**src/rtl/pipe_wb_stage_if.sv**
```systemverilog
// MEM/WB stage bundle: MEM-stage results in, register-file write port and
// stage status out. The slave side is the write-back stage itself.
interface pipe_wb_stage_if #(
  parameter int DW   = 32,
  parameter int AW   = 5,
  parameter int SELW = 3,
  parameter int CNTW = 32
);
  localparam int OFFW = $clog2(DW/8);

  logic            in_valid;
  logic            stall;
  logic            flush;
  logic [DW-1:0]   mem_aluc;
  logic [DW-1:0]   mem_dmem_out;
  logic [DW-1:0]   mem_pc4;
  logic            mem_rf_w_ena;
  logic [AW-1:0]   mem_rf_waddr;
  logic [SELW-1:0] mem_rf_mux_select;
  logic [2:0]      mem_load_mode;
  logic [OFFW-1:0] mem_byte_off;

  logic [DW-1:0]   rf_wdata;
  logic            rf_w_ena;
  logic [AW-1:0]   rf_waddr;
  logic            wb_valid;
  logic [CNTW-1:0] retired_count;

  modport slave (
    input  in_valid, stall, flush, mem_aluc, mem_dmem_out, mem_pc4,
           mem_rf_w_ena, mem_rf_waddr, mem_rf_mux_select, mem_load_mode,
           mem_byte_off,
    output rf_wdata, rf_w_ena, rf_waddr, wb_valid, retired_count
  );

  modport master (
    output in_valid, stall, flush, mem_aluc, mem_dmem_out, mem_pc4,
           mem_rf_w_ena, mem_rf_waddr, mem_rf_mux_select, mem_load_mode,
           mem_byte_off,
    input  rf_wdata, rf_w_ena, rf_waddr, wb_valid, retired_count
  );
endinterface

```
**src/rtl/pipe_wb_stage.sv**
```systemverilog
// MEM/WB pipeline register fused with the write-back result mux, sub-word
// load extension, r0 write suppression and a retired-instruction counter.
module pipe_wb_stage #(
  parameter int DW   = 32,
  parameter int AW   = 5,
  parameter int SELW = 3,
  parameter int CNTW = 32
) (
  input  logic         clk,
  input  logic         rst,
  pipe_wb_stage_if.slave wb
);
  localparam int OFFW = $clog2(DW/8);

  logic [DW-1:0]   byte_shift;
  logic [DW-1:0]   half_shift;
  logic [DW-1:0]   load_ext;
  logic [DW-1:0]   mux_out;

  logic [DW-1:0]   rf_wdata_d, rf_wdata_q;
  logic            rf_w_ena_d, rf_w_ena_q;
  logic [AW-1:0]   rf_waddr_d, rf_waddr_q;
  logic            wb_valid_d, wb_valid_q;
  logic [CNTW-1:0] retired_count_d, retired_count_q;

  // Lane selection by shifting the addressed byte/halfword down to bit 0.
  always_comb begin
    byte_shift = wb.mem_dmem_out >> {wb.mem_byte_off, 3'b000};
    half_shift = wb.mem_dmem_out >> {wb.mem_byte_off[OFFW-1:1], 4'b0000};
    case (wb.mem_load_mode)
      3'd1:    load_ext = {{(DW-8){byte_shift[7]}}, byte_shift[7:0]};
      3'd2:    load_ext = {{(DW-8){1'b0}}, byte_shift[7:0]};
      3'd3:    load_ext = {{(DW-16){half_shift[15]}}, half_shift[15:0]};
      3'd4:    load_ext = {{(DW-16){1'b0}}, half_shift[15:0]};
      default: load_ext = wb.mem_dmem_out;
    endcase
  end

  always_comb begin
    case (wb.mem_rf_mux_select)
      SELW'(1): mux_out = wb.mem_pc4;
      SELW'(4): mux_out = load_ext;
      SELW'(5): mux_out = wb.mem_aluc;
      default:  mux_out = '0;
    endcase
  end

  // Priority below reset: flush > stall > capture.
  always_comb begin
    rf_wdata_d      = rf_wdata_q;
    rf_w_ena_d      = rf_w_ena_q;
    rf_waddr_d      = rf_waddr_q;
    wb_valid_d      = wb_valid_q;
    retired_count_d = retired_count_q;
    if (wb.flush) begin
      rf_wdata_d = '0;
      rf_w_ena_d = 1'b0;
      rf_waddr_d = '0;
      wb_valid_d = 1'b0;
    end else if (!wb.stall) begin
      rf_wdata_d = mux_out;
      rf_w_ena_d = wb.in_valid & wb.mem_rf_w_ena & (wb.mem_rf_waddr != '0);
      rf_waddr_d = wb.mem_rf_waddr;
      wb_valid_d = wb.in_valid;
      if (wb.in_valid) begin
        retired_count_d = retired_count_q + CNTW'(1);
      end
    end
  end

  always_ff @(posedge clk) begin
    if (rst) begin
      rf_wdata_q      <= '0;
      rf_w_ena_q      <= 1'b0;
      rf_waddr_q      <= '0;
      wb_valid_q      <= 1'b0;
      retired_count_q <= '0;
    end else begin
      rf_wdata_q      <= rf_wdata_d;
      rf_w_ena_q      <= rf_w_ena_d;
      rf_waddr_q      <= rf_waddr_d;
      wb_valid_q      <= wb_valid_d;
      retired_count_q <= retired_count_d;
    end
  end

  assign wb.rf_wdata      = rf_wdata_q;
  assign wb.rf_w_ena      = rf_w_ena_q;
  assign wb.rf_waddr      = rf_waddr_q;
  assign wb.wb_valid      = wb_valid_q;
  assign wb.retired_count = retired_count_q;
endmodule

```
**src/flat_wrapper.sv**
```systemverilog
// flat-port wrapper written by rule: the top's interface ports become plain ports
module pipe_wb_stage_flat 
#(
  parameter int DW   = 32,
  parameter int AW   = 5,
  parameter int SELW = 3,
  parameter int CNTW = 32
)
  (clk, rst, wb_in_valid, wb_stall, wb_flush, wb_mem_aluc, wb_mem_dmem_out, wb_mem_pc4, wb_mem_rf_w_ena, wb_mem_rf_waddr, wb_mem_rf_mux_select, wb_mem_load_mode, wb_mem_byte_off, wb_rf_wdata, wb_rf_w_ena, wb_rf_waddr, wb_wb_valid, wb_retired_count);
  pipe_wb_stage_if #(.DW(DW), .AW(AW), .SELW(SELW), .CNTW(CNTW)) wb_i ();
  input  logic clk;
  input  logic rst;
  input wire logic [$bits(wb_i.in_valid)-1:0] wb_in_valid;
  input wire logic [$bits(wb_i.stall)-1:0] wb_stall;
  input wire logic [$bits(wb_i.flush)-1:0] wb_flush;
  input wire logic [$bits(wb_i.mem_aluc)-1:0] wb_mem_aluc;
  input wire logic [$bits(wb_i.mem_dmem_out)-1:0] wb_mem_dmem_out;
  input wire logic [$bits(wb_i.mem_pc4)-1:0] wb_mem_pc4;
  input wire logic [$bits(wb_i.mem_rf_w_ena)-1:0] wb_mem_rf_w_ena;
  input wire logic [$bits(wb_i.mem_rf_waddr)-1:0] wb_mem_rf_waddr;
  input wire logic [$bits(wb_i.mem_rf_mux_select)-1:0] wb_mem_rf_mux_select;
  input wire logic [$bits(wb_i.mem_load_mode)-1:0] wb_mem_load_mode;
  input wire logic [$bits(wb_i.mem_byte_off)-1:0] wb_mem_byte_off;
  output wire logic [$bits(wb_i.rf_wdata)-1:0] wb_rf_wdata;
  output wire logic [$bits(wb_i.rf_w_ena)-1:0] wb_rf_w_ena;
  output wire logic [$bits(wb_i.rf_waddr)-1:0] wb_rf_waddr;
  output wire logic [$bits(wb_i.wb_valid)-1:0] wb_wb_valid;
  output wire logic [$bits(wb_i.retired_count)-1:0] wb_retired_count;
  assign wb_i.in_valid = wb_in_valid;
  assign wb_i.stall = wb_stall;
  assign wb_i.flush = wb_flush;
  assign wb_i.mem_aluc = wb_mem_aluc;
  assign wb_i.mem_dmem_out = wb_mem_dmem_out;
  assign wb_i.mem_pc4 = wb_mem_pc4;
  assign wb_i.mem_rf_w_ena = wb_mem_rf_w_ena;
  assign wb_i.mem_rf_waddr = wb_mem_rf_waddr;
  assign wb_i.mem_rf_mux_select = wb_mem_rf_mux_select;
  assign wb_i.mem_load_mode = wb_mem_load_mode;
  assign wb_i.mem_byte_off = wb_mem_byte_off;
  assign wb_rf_wdata = wb_i.rf_wdata;
  assign wb_rf_w_ena = wb_i.rf_w_ena;
  assign wb_rf_waddr = wb_i.rf_waddr;
  assign wb_wb_valid = wb_i.wb_valid;
  assign wb_retired_count = wb_i.retired_count;
  pipe_wb_stage #(.DW(DW), .AW(AW), .SELW(SELW), .CNTW(CNTW)) u_core (.clk(clk), .rst(rst), .wb(wb_i));
endmodule
```
**config.mk**
```make
export PLATFORM = sky130hd
export DESIGN_NAME = pipe_wb_stage_flat
export DESIGN_NICKNAME = d
export VERILOG_FILES = /design/src/rtl/pipe_wb_stage_if.sv /design/src/rtl/pipe_wb_stage.sv /design/src/flat_wrapper.sv
export SDC_FILE = /design/constraint.sdc
export NUM_CORES = 1
export LEC_CHECK = 0
export ABC_AREA = 1
export BUFFER_PORTS_ARGS = -buffer_cell sky130_fd_sc_hd__buf_2
export CORE_UTILIZATION = 45
export DETAILED_ROUTE_END_ITERATION = 6
export PLACE_DENSITY = 0.77
export SYNTH_ARGS = -nofsm -noshare
export SYNTH_HDL_FRONTEND = slang
export SYNTH_SLANG_ARGS = --single-unit
```
**constraint.sdc**
```tcl
create_clock -name clk -period 1.65 [get_ports clk]
set_clock_uncertainty 0.2 [all_clocks]
set_input_delay 0.2475 -clock clk [delete_from_list [all_inputs] [get_ports clk]]
set_output_delay 0.2475 -clock clk [all_outputs]
set_load 0.02 [all_outputs]
```
After elaboration in Yosys (flattened, before gate mapping)
Index checks and enable logic that the tools add are counted.
Widths: inputs -> output; s select.
{"block": "word_totals", "ff_bits": 71, "input_bits": 115, "out_inout_bits": 71, "word_cells": 24}
{"block": "classes", "add_sub_neg": 1, "eq_ne": 7, "n_shift": 2, "mux": 2, "bitwise": 4, "n_reduce_logical": 3}
{"op": "$pmux 32 s4", "n": 1}
{"op": "$pmux 32 s3", "n": 1}
{"op": "$add 32x1->32 const B", "n": 1}
{"op": "$shr 32x5->16", "n": 1}
{"op": "$shr 32x5->8", "n": 1}
{"op": "$eq 3x3->1 const B", "n": 3}
{"op": "$eq 3x1->1 const B", "n": 2}
{"op": "$eq 3x2->1 const B", "n": 2}
{"op": "$reduce_bool 5->1", "n": 1}
{"op": "$reduce_and 3->1", "n": 1}
{"op": "$and 1x1->1", "n": 2}
{"op": "$not 1->1", "n": 2}
{"op": "$reduce_or 2->1", "n": 1}

Depth between registers and ports, before layout
{"block": "logic_depth", "ltp_word": 3, "mapped_depth": 12}

Worst setup path after synthesis
Ideal clock, no wire load.
{"block": "synth_path", "path_type": "flip-flop to flip-flop", "startpoint": "register u_core.retired_count_q[3], in the netlist u_core.wb.retired_count[3]", "endpoint": "register u_core.retired_count_q[23], in the netlist u_core.wb.retired_count[23]", "setup_ns": 0.128, "t_arrival_ns": 1.470, "path_slack_ns": -0.148, "stages_incl_launch_ff": 9, "n_path_buf": 1, "period_less_slack_ns": 1.798, "cell_sequence": "dfxtp_1 > buf_2 > nand4_1 > nor2_4 > nand3_1 > nor2_2 > nand3_1 > nand2_1 > nor2_1"}
{"block": "synth_between", "elab_chain_cells": 1}
{"element": "start, declared", "line_no": "pipe_wb_stage.sv:24", "text": "logic [CNTW-1:0] retired_count_d, retired_count_q;"}
{"element": "start signal, assigned", "line_no": "pipe_wb_stage.sv:83", "text": "retired_count_q <= retired_count_d;"}
{"element": "$add 32x1->32", "line_no": "pipe_wb_stage.sv:66", "text": "retired_count_d = retired_count_q + CNTW'(1);"}
Every way passes these cells.
A chain may end at the register's enable or synchronous reset.

Final worst setup path
{"block": "layout_path", "startpoint": "register u_core.retired_count_q[4], in the netlist u_core.wb.retired_count[4]", "endpoint": "register u_core.retired_count_q[15], in the netlist u_core.wb.retired_count[15]"}
The elaborated chain is that of the path after synthesis.

==> run metrics <==
status=complete, but fails checks; failing checks=DRC, setup timing; Final Non-Filler Cells=about 1200; fmax=roughly 570 MHz; synth top area cells=dfxtp_1, nand2_1, a21oi_1; pre-CTS setup slack=-0.131 ns; clk_lat worst skew=0.35 ns; Final Hold Vio Count=0; worst slew pin tran=between 0.3 and 0.4 ns; total wire length=16.9 mm; Max VDD drop=0.530 mV; Worst R2R Setup Slack=-0.11 ns; Total Neg Setup Slack=-0.420 ns; Setup crit end=u_core.wb.retired_count[15]; R2R depth=7; Worst Path Required=1.70 ns; synth unique cells=36; fin. max-slew vios=0; Die X=106 um; clk slew on worst S/H paths=0.09 ns; sequential fraction of the synthesis area=slightly below 30%; Post-Syn Nets=approximately 960; port bufs=185; endpoints failing setup=8; initial drt markers=slightly below 500; first-pass GRT wire length=26.6 mm; Yosys top cell by area=dfxtp_1; DR pass1 iterations=7; core area=10400 um2; Max FO, Critical Path=4; Crit. End Element=register; clock sink count=71; share of layout cells above drive strength 1=roughly 31%; DR vias/cell=5.00; Synth Cell Area=4830 um2; initial antenna violation count=0; nets@finish=1216; synthesis-to-layout area growth=43.9%; CP arrival=1.81 ns; Tot GR Track Use=30.1%; DPL Wire Length=13.0 mm; critical path startpoint=u_core.wb.retired_count[4]; hold path start=wb_mem_aluc[2]; ANT cells=0; Syn Inst Count=847; clock tree root buffer cell=clkbuf_8; Startpoint Class=register; H-tree levels=3; yosys warns=0; CTS Buf Count=9; CTS tree=yes; fin util=67.0%; Slew HR=between 70 and 80%; Commonest cells post-synth=nand2_1, inv_1, a21oi_1; row count=37; ys flop type=dfxtp_1; most common cell in the netlist=nand2_1; RSZ-0062 raised after global routing=yes; reg-to-reg critical path endpoint=u_core.wb.retired_count[15]; Starting Density=46.6%; pin count of the biggest net entering global routing=35; die area=about 11000 um2; CP Class=register to register; LEAKAGE=0.00358 uW; clk buf depth=2; Worst Setup Slack, final=-0.110 ns; Post-synth EDFFs=0; Seq cells post-synth=71; Overflow after GRT=0; Pwr per Cell Area=572 nW/um2; Reg2Reg Launch Point=u_core.wb.retired_count[4]; io pins=roughly 190; Max-Cap Viols=0; Final Cycle Share=107%; post-synth top area share=approximately 29%; final estimated routing congestion in global placement=0.948; vias in the first global route=5649; WL/cell=13.6 um; Residual DRC=1; Post-DRT Antenna Nets=0; DR vias=between 6000 and 7000; min Tclk post-route=~1.8 ns; hold crit path type=input port to register; Die Ht=106 um; Async SR Flop Fraction=0%; placed instance count=1199; mean area per synthesized cell=5.70 um2
-- worst max-delay path, cell delays in order (launching register included) --
cell and delay, ns:
dfxtp_2 0.34, buf_6 0.11, nand4_1 0.20, nor2_4 0.23
nand3_1 0.17, buf_4 0.19, xor2_1 0.17, nor2_1 0.06
-- cell type report --
type	instances	area, um2
inverter	132	498
timing repair buffer	278	1760
tap	136	170
sequential	71	1450
multi-input combinational	608	2890
clock buffer	9	124
clock inverter	7	60.1
fill	967	3420
-- metal layers --
layer	wire length, um	vias up	share of wire (%)	track usage [%]
met4	424	0	2.5	11.3
li1	-	3151	-	-
met5	0	-	0	0
met3	1290	33	7.6	5.57
met1	7170	2750	42	39.0
met2	8000	265	47	49.7
-- sequential cells by signal, indices dropped and copies added (netlist names) --
register / cells
u_core.wb.rf_waddr: 5
u_core.wb.rf_wdata: 32
u_core.wb.retired_count: 32
u_core.wb.rf_w_ena: 1
u_core.wb.wb_valid: 1
-- placed cells by master, fill, tap and decap left out, drive strengths merged --
| cell | instances |
|---|---|
| a211oi | 2 |
| a31oi | 1 |
| nand3 | 64 |
| nor2 | 84 |
| inv | 121 |
| xor2 | 3 |
| o211ai | 7 |
| nor3 | 14 |
| o21bai | 1 |
| nand4 | 8 |
| o21ai | 41 |
| xnor2 | 1 |
| nor4 | 1 |
| nand2 | 282 |
| clkbuf | 9 |
| ha | 1 |
| clkinvlp | 3 |
| or2 | 8 |
| dlygate4sd3 | 15 |
| a21oi | 85 |
| nor3b | 1 |
| buf | 263 |
| nand3b | 4 |
| dfxtp | 71 |
| clkinv | 15 |
-- what timing repair did --
item	in CTS	in global routing
endpoints found under the hold margin	17	1
resized for setup	7	38
hold buffers	14	1
endpoints found under the setup margin	6	22
pin swaps	3	15
setup buffers	4	7
-- per-stage QoR --
step	total power, uW	hold WS, ns	area, um2
2_1_floorplan	2250	0.192	4860
3_3_place_gp	2640	0.245	6390
3_5_place_dp	2640	0.249	6390
4_1_cts	3990	0.000300	6780
5_1_grt	4180	0.00564	6950
6_report	3980	0.0115	6950
-- power breakdown --
| group | switching (uW) | internal [uW] | leakage, uW |
|---|---|---|---|
| sequential | 15.4 | 1740 | 0.000582 |
| combinational | 513 | 381 | 0.00292 |
| clock | 760 | 572 | 0.0000848 |
-- logic make-up (layout without fill, tap and decap cells) --
logic type	after synthesis	after routing	share of synthesized area [%]
buf+inv	168	426	13.5
simple gates	466	466	41.3
xor+xnor	4	4	0.726
fa+ha+maj	1	1	0.259
flops	71	71	29.4
compound gates	137	137	14.7
-- worst min-delay path by stage --
| stage | end | cells after the start | slack [ns] |
|---|---|---|---|
| CTS | u_core.wb.rf_w_ena | 3 | 0.0003 |
| finish | u_core.wb.rf_wdata[2] | 3 | 0.01 |
| global route | u_core.wb.rf_wdata[2] | 3 | 0.006 |
| floorplan | u_core.wb.rf_waddr[0] | 2 | 0.19 |
| global placement | u_core.wb.rf_wdata[31] | 2 | 0.25 |
| detailed placement | u_core.wb.rf_w_ena | 2 | 0.25 |
(Power assumes the default switching activity.)
